===== config.mk =====
export PLATFORM = sky130hd
export DESIGN_NAME = feature_frame_buffer
export DESIGN_NICKNAME = d
export VERILOG_FILES = /design/src/rtl/feature_frame_buffer.sv
export SDC_FILE = /design/constraint.sdc
export NUM_CORES = 2
export LEC_CHECK = 0
export CAP_MARGIN = 15
export CORE_MARGIN = 2
export CORE_UTILIZATION = 61
export CTS_CLUSTER_SIZE = 25
export DETAILED_ROUTE_END_ITERATION = 6
export PLACE_DENSITY_LB_ADDON = 0.15
export SLEW_MARGIN = 10
export SYNTH_ARGS = -nofsm -noshare
export SYNTH_HDL_FRONTEND = slang
export SYNTH_SLANG_ARGS = --single-unit

===== constraint.sdc =====
create_clock -name clk -period 100.5 [get_ports clk]
set_input_delay 15.075 -clock clk [delete_from_list [all_inputs] [get_ports clk]]
set_output_delay 15.075 -clock clk [all_outputs]
set_load 0.01 [all_outputs]

===== src/rtl/feature_frame_buffer.sv =====
// feature_frame_buffer: double-buffered byte-to-word assembler for decision-tree
// feature frames. Bytes arrive MSB first; each frame of N_WORDS x WORD_W bits
// fills one of two ping-pong banks and is offered on a valid/ready handshake
// while the other bank fills.
// Optional build macro: FEATBUF_TIMEOUT_EN (abort a stalled partial frame after
// TIMEOUT_CYCLES idle cycles and pulse timeout_err).
module feature_frame_buffer #(
    parameter int N_WORDS        = 20,
    parameter int WORD_W         = 32,
    parameter int CNT_W          = 16,
    parameter int TIMEOUT_CYCLES = 1024
) (
    input  logic                        clk,
    input  logic                        rst,
    input  logic                        in_valid,
    input  logic [7:0]                  in_data,
    input  logic                        in_sop,
    output logic                        in_ready,
    output logic                        out_valid,
    input  logic                        out_ready,
    output logic [N_WORDS*WORD_W-1:0]   out_data,
    output logic                        sop_err,
    output logic                        timeout_err,
    output logic [CNT_W-1:0]            frame_cnt
);

    localparam int BPW     = WORD_W / 8;
    localparam int FB      = N_WORDS * BPW;
    localparam int FRAME_W = N_WORDS * WORD_W;
    localparam int BC_W    = (FB > 1) ? $clog2(FB) : 1;

    typedef enum logic {IDLE, FILL} state_t;

    state_t             state, state_nxt;
    logic [BC_W-1:0]    byte_cnt, byte_cnt_nxt;
    logic [BC_W-1:0]    wr_idx;
    int                 wr_off;
    logic [FRAME_W-1:0] bank [2];
    logic [1:0]         full;
    logic               wr_ptr, rd_ptr;
    logic               accept, transfer;
    logic               wr_en, complete, sop_err_nxt, abort_to;

    assign in_ready  = !full[wr_ptr];
    assign out_valid = full[rd_ptr];
    assign out_data  = bank[rd_ptr];
    assign accept    = in_valid && in_ready;
    assign transfer  = out_valid && out_ready;

    // Bit offset of frame byte wr_idx: word idx/BPW, MSB-first lane within the word.
    assign wr_off = (int'(wr_idx) / BPW) * WORD_W + (BPW - 1 - int'(wr_idx) % BPW) * 8;

`ifdef FEATBUF_TIMEOUT_EN
    localparam int TO_W = $clog2(TIMEOUT_CYCLES + 1);
    logic [TO_W-1:0] idle_cnt;

    assign abort_to = (state == FILL) && !accept && (idle_cnt == TO_W'(TIMEOUT_CYCLES - 1));

    // Count consecutive idle cycles while a frame is partially filled.
    always_ff @(posedge clk or posedge rst) begin
        if (rst) begin
            idle_cnt    <= '0;
            timeout_err <= 1'b0;
        end else begin
            timeout_err <= abort_to;
            if (state != FILL || accept || abort_to)
                idle_cnt <= '0;
            else
                idle_cnt <= idle_cnt + TO_W'(1);
        end
    end
`else
    assign abort_to    = 1'b0;
    assign timeout_err = 1'b0;
`endif

    // Write FSM state register, byte counter and registered sop_err pulse.
    always_ff @(posedge clk or posedge rst) begin
        // NOTE: sequential state uses non-blocking assignments so every register
        // samples the pre-edge values regardless of statement order.
        if (rst) begin
            state    <= IDLE;
            byte_cnt <= '0;
            sop_err  <= 1'b0;
        end else begin
            state    <= state_nxt;
            byte_cnt <= byte_cnt_nxt;
            sop_err  <= sop_err_nxt;
        end
    end

    // Write FSM next-state: byte placement, sop restart, frame completion.
    always_comb begin
        // NOTE: every output of this block gets a default first so no path
        // leaves a signal unassigned and infers a latch.
        state_nxt    = state;
        byte_cnt_nxt = byte_cnt;
        wr_en        = 1'b0;
        wr_idx       = '0;
        complete     = 1'b0;
        sop_err_nxt  = 1'b0;
        case (state)
            IDLE: begin
                if (accept) begin
                    if (in_sop) begin
                        wr_en = 1'b1;
                        if (FB == 1) begin
                            complete = 1'b1;
                        end else begin
                            state_nxt    = FILL;
                            byte_cnt_nxt = BC_W'(1);
                        end
                    end else begin
                        sop_err_nxt = 1'b1;
                    end
                end
            end
            FILL: begin
                if (accept) begin
                    wr_en = 1'b1;
                    if (in_sop) begin
                        byte_cnt_nxt = BC_W'(1);
                        sop_err_nxt  = 1'b1;
                        if (FB == 1) complete = 1'b1;
                    end else begin
                        wr_idx = byte_cnt;
                        if (byte_cnt == BC_W'(FB - 1))
                            complete = 1'b1;
                        else
                            byte_cnt_nxt = byte_cnt + BC_W'(1);
                    end
                end else if (abort_to) begin
                    state_nxt    = IDLE;
                    byte_cnt_nxt = '0;
                end
            end
            default: state_nxt = IDLE;
        endcase
        if (complete) begin
            state_nxt    = IDLE;
            byte_cnt_nxt = '0;
        end
    end

    // Bank storage: write the accepted byte into its lane of the write bank.
    always_ff @(posedge clk or posedge rst) begin
        // NOTE: the banks are reset because out_data is a direct view of the read
        // bank and must read all-zero after reset.
        if (rst) begin
            bank[0] <= '0;
            bank[1] <= '0;
        end else if (wr_en) begin
            bank[wr_ptr][wr_off +: 8] <= in_data;
        end
    end

    // Ping-pong flags, pointers and completed-frame counter.
    always_ff @(posedge clk or posedge rst) begin
        if (rst) begin
            full      <= 2'b00;
            wr_ptr    <= 1'b0;
            rd_ptr    <= 1'b0;
            frame_cnt <= '0;
        end else begin
            // A completing bank is empty and a transferring bank is full, so the
            // two updates never touch the same flag.
            if (complete) begin
                full[wr_ptr] <= 1'b1;
                wr_ptr       <= ~wr_ptr;
                frame_cnt    <= frame_cnt + CNT_W'(1);
            end
            if (transfer) begin
                full[rd_ptr] <= 1'b0;
                rd_ptr       <= ~rd_ptr;
            end
        end
    end

endmodule


### After elaboration in Yosys (flattened, before gate mapping)

Cells that the tools add are included.
Widths: inputs -> output; s select.

* bits in registers: 1309
* logic and storage cells: 82
* output and inout port bits: 660
* bits of input ports: 13

* $lt $le $gt $ge: 7
* reduce and logical (&&, ||, !) cells: 7
* shift-type cells: 2
* $add $sub $neg: 5
* equal/unequal tests: 5
* muxes and demuxes: 39
* bitwise logic cells: 8

Operator list (count)
* $mux 640: 4
* $bwmux 1280: 1
* $demux 640 s1: 1
* $shift 8x33->640 const A: 1
* $shiftx 8x33->640: 1
* $mux 7: 9
* $neg 12->33: 1
* $add 16x1->16 const B: 1
* $mux 1: 16
* $pmux 7 s2: 1
* $add 11x6->12: 1
* $add 7x1->7 const B: 1
* $eq 7x7->1 const B: 1
* $ne 3x3->1 const B: 2
* $pmux 1 s2: 3
* $logic_and 1x1->1: 5
* $ge 2x2->1 const B: 2
* $lt 1x2->1 const B: 2
* $mux 2: 2
* $ne 4x4->1 const B: 1
* $not 1->2: 2
* $reduce_and 4->1: 1
* $ne 3x1->1 const B: 1
* $not 1->1: 3
* other kinds (8): 10

### Logic depth before layout (Yosys ltp)

* depth in word-level cells: 13
* gate-level depth with buffers: 22

### Worst setup path after synthesis

Ideal clock, no wire load.

* path type: input to register
* start: input port in_sop
* end: register bank[152] (netlist bit)
* path buffers: 4
* slack: 81.170 ns
* data required time: 100.375 ns
* cell stages on the path: 21
* arrival: 19.205 ns
* cell sequence: buf_2 -> nand3b_1 -> nor2_1 -> buf_4 -> nand2_1 -> inv_1 -> ha_1 -> and2_1 -> o31a_1 -> a21oi_2 -> o21a_1 -> o21bai_1 -> ha_1 -> inv_1 -> nor2_1 -> o21ai_0 -> or3_1 -> buf_2 -> buf_2 -> nor2_2 -> mux2_2

* longest elaborated chain between the ends: 10
* elaborated cells on any way between the ends: 14

Ends and longest elaborated chain
* from (decl): RTL line 17 `input logic in_sop,`
* $mux 7: RTL line 121 `if (in_sop) begin`
* $mux 7: RTL line 119 `if (accept) begin`
* $mux 7: RTL line 102 `case (state)`
* $sub 2x2->3: RTL line 51 `assign wr_off = (int'(wr_idx) / BPW) * WORD_W + (BPW - 1 - int'(wr_idx) % BPW) * 8;`
* $add 11x6->12: RTL line 51
* $neg 12->33: RTL line 153 `bank[wr_ptr][wr_off +: 8] <= in_data;`
* $shift 8x33->640: RTL line 153
* $mux 640 (implied by the code): RTL line 153
* $demux 640 s1: RTL line 153
* $bwmux 1280: RTL line 153
* to (signal, indexed assignment): RTL line 153
* to (decl): RTL line 38 `logic [FRAME_W-1:0] bank [2];`

Several ways; a longest one is shown, not always the timed one.
A chain may end at the register's enable or synchronous reset.

### Final worst setup path

* start: input port in_sop
* end: register bank[383] (netlist bit)

The elaborated chain is that of the path after synthesis.

==> flow_summary.toml <==
[run_status]
status = "finished, final reports clean"

[sta]
worst_slew_pin_slew_ns = 1.30
min_period_ns = 20.95
max_freq_ghz = 0.0477
fin_crit_sh_pct = 20.8
finalClockSkew_ns = 0.0250
finalSetupTns_ns = 0
hold_viol = 0
rsz0062_at_grt = "false"
relSlewSlack_pct = 12.9
setup_violations = 0
slew_viol_final = 0

[clocking]
cts_resized = 0
cts.reportedPaths.clkPinSlew_ns = 0.06
cts_tree = "yes"
clockBufferDepth = 3
hold_buffers = 0
htreeDepth = 4
clockRootBuffer = "clkbuf_16"
clock-sinks = 1309
post_cts_buffers = 0
cts_made_buffers = 137
clk_latency_ns = 0.77

[synth]
synth-edff-count = 0
synth_fa_ha_area_share_pct = 0.227
yosys_warnings = 0
syn_nets = 5215
synth-seq-cells = 1309
syn_inst = 5191
synth_compound_area_share_pct = 12.6
synthMuxAreaShare_pct = 23.4
synth_top_flop_cell = "dfrtp_1"
synthDistinctLibCells = 76
ys_seq_area_share_pct = 54.0
synth-xor-area-share_pct = 0.318
synth_top_family_by_area = "multiplexers"
synth-simple-area-share_pct = 6.69
async_flop_share_pct = 100
postSynthAreaPerCell_um2 = 11.7
syn_area_um2 = 60700

[finish]
fillers = 6702
final_nets = 5727
drive_above_1_share_pct = 28.2
syn2layout_area_growth_pct = 20.4
fin_util_pct = 74.2
stdcell_count = 7099
final_area_um2 = 73100

[run]
cap_violations = 0

[setup_path]
worstSetupEndpointType = "flip-flop"
reg2reg_to = "bank[383]"
cp.arrival_ns = 21.60
r2r_cells = 17
critPathKind = "input port to flip-flop"
critPathMaxFanout = 11
r2r_start = "wr_ptr"
start_kind = "input port"
critPathRequiredTime_ns = 101.15
ff2ff_setup_slack_ns = 93.66

[global_route]
use_met3_pct = 9.95
busiest_layer = "met2"
grt_max_degree = 183
grt_usage_pct = 39.0
grt_pass1_wl_mm = 299
grt_pass1_vias = 45900
globalRouteMet2Util_pct = 59.4
antenna_found_initial = 5
met1_usage_pct = 51.9
grt_overflow = 0

[drt]
drcViolationCount = 0
dr.pass1.iters = 6
routed_wl_mm = 200
routedWlPerCell_um = 28.2
viasPerCell = 6.55
antenna_left = 0
drtIter0Drc = 4833
via_count = 46500

[power]
power_density_nw_per_um2 = 15.4
total_power_mw = 1.13
leakagePower_nw = 32.9
irDropWorstVdd_mv = 0.0142

[die]
dieArea_um2 = 102000
io_pins = 673
core_area_um2 = 98400
die_x_um = 319
start_util_pct = 61.6
std_cell_rows = 115
dieHeight_um = 319

[placed_design]
post_dp_cell_area_um2 = 68500
routabilityCongestion = 0.929
place_hpwl_mm = 134
portBuffers = 671
placed_cells = 6851

[worst_hold_path]
whs_endpoint = "frame_cnt[15]"
min_from = "frame_cnt[15]"
hold_depth = 1
hold_class = "flip-flop to flip-flop"
## area by class of cell
type | instances | area, µm² | area share (%)
repair buffers | 776 | 7570 | 10.4
clock buffers | 207 | 4140 | 5.67
clock inverters | 38 | 404 | 0.553
multi-input cells | 3463 | 26500 | 36.3
inverters | 16 | 72.6 | 0.0993
well taps | 1287 | 1610 | 2.20
flip-flops and latches | 1309 | 32800 | 44.8
diodes | 3 | 7.51 | 0.0103
## placed cells by master, fill, tap and decap left out, types with 24 or more instances in the layout
cell             instances
clkbuf_16              143
clkdlybuf4s50_1        671
nand3_1                 95
mux2_1                  75
nand2_1                213
nor2_1                  96
clkbuf_8                32
clkbuf_1                32
and2_1                  27
o31ai_1                 96
o21ai_1                 53
o21ai_0               1214
nand4_1                 35
dfrtp_1               1308
nor3_1                  89
nor4_4                  24
buf_4                  100
mux2_2                1161
## power by group
part           internal (mW)  switching (mW)
clock network          0.301           0.216
registers              0.534         0.00369
logic                 0.0141          0.0596
total                  0.848           0.279
## cell families (layout without fill, tap and decap cells)
| logic type | count (synthesis) | in the layout |
|---|---|---|
| flip-flops | 1309 | 1309 |
| AND/OR/NAND/NOR | 746 | 746 |
| multiplexers | 1256 | 1256 |
| adder cells (fa/ha/maj) | 11 | 11 |
| buffers and inverters | 419 | 1037 |
| other | 1 | 4 |
| AO/OA/AOI/OAI | 1427 | 1427 |
| XOR/XNOR | 22 | 22 |
## sequential cells by signal, summed over array words and instances, names as in the netlist
signal and count:
bank 1280, sop_err 1, wr_ptr 1, frame_cnt 16, state 1, full 2, byte_cnt 7, rd_ptr 1
## synth_stat cells, drive strengths merged, types with 3 or more instances
cell type	number	share of area, %
a211oi	5	0.078
a21o	4	0.049
a21oi	23	0.20
and2	28	0.29
and3	15	0.15
buf	63	0.58
clkbuf	340	2.1
dfrtp	1309	54
ha	11	0.23
inv	16	0.11
mux2	1253	23
mux2i	3	0.056
nand2	222	1.4
nand2b	16	0.16
nand3	104	0.87
nand4	36	0.40
nor2	119	0.88
nor2b	12	0.12
nor3	102	0.90
nor4	31	0.83
o211ai	8	0.16
o21a	3	0.037
o21ai	1268	10
o31ai	98	1.2
or2	36	0.37
or3	11	0.11
or4	6	0.074
xnor2	19	0.27
xor2	3	0.043
## worst max-delay path, stage by stage
cell and delay (ns):
clkdlybuf4s50_1 0.55, nand3b_1 0.31, nor2_1 0.64, nand2_1 0.18, inv_1 0.10, ha_1 0.26, and2_1 0.20, o31a_1 0.39
a21oi_2 0.25, o21a_1 0.14, o21bai_1 0.06, ha_1 0.31, inv_1 0.06, nor2_1 0.47, nand3_1 0.63, nor4_4 1.14
nand2_1 0.43, mux2_2 0.37
## worst max path at each step
stage            from        end  slack (ns)
2_1_floorplan     rst    bank[0]       48.53
3_3_place_gp   in_sop  bank[383]       79.18
3_5_place_dp   in_sop  bank[383]       79.00
4_1_cts        in_sop  bank[383]       79.78
5_1_grt        in_sop  bank[383]       79.36
6_report       in_sop  bank[383]       79.55
## metal layers
metal	wire, µm	vias to the layer above
met1	77000	23700
met4	11600	4
met5	29	-
met2	92000	2423
met3	19800	527
li1	-	19800
## stage by stage
step | worst slack, ns | hold WS (ns)
finish | 79.55 | 0.479
floorplan | 48.53 | 0.454
global placement | 79.18 | 0.465
global route | 79.36 | 0.503
detailed placement | 79.00 | 0.473
CTS | 79.78 | 0.480
Note: power is estimated with default switching activity, not from simulation.
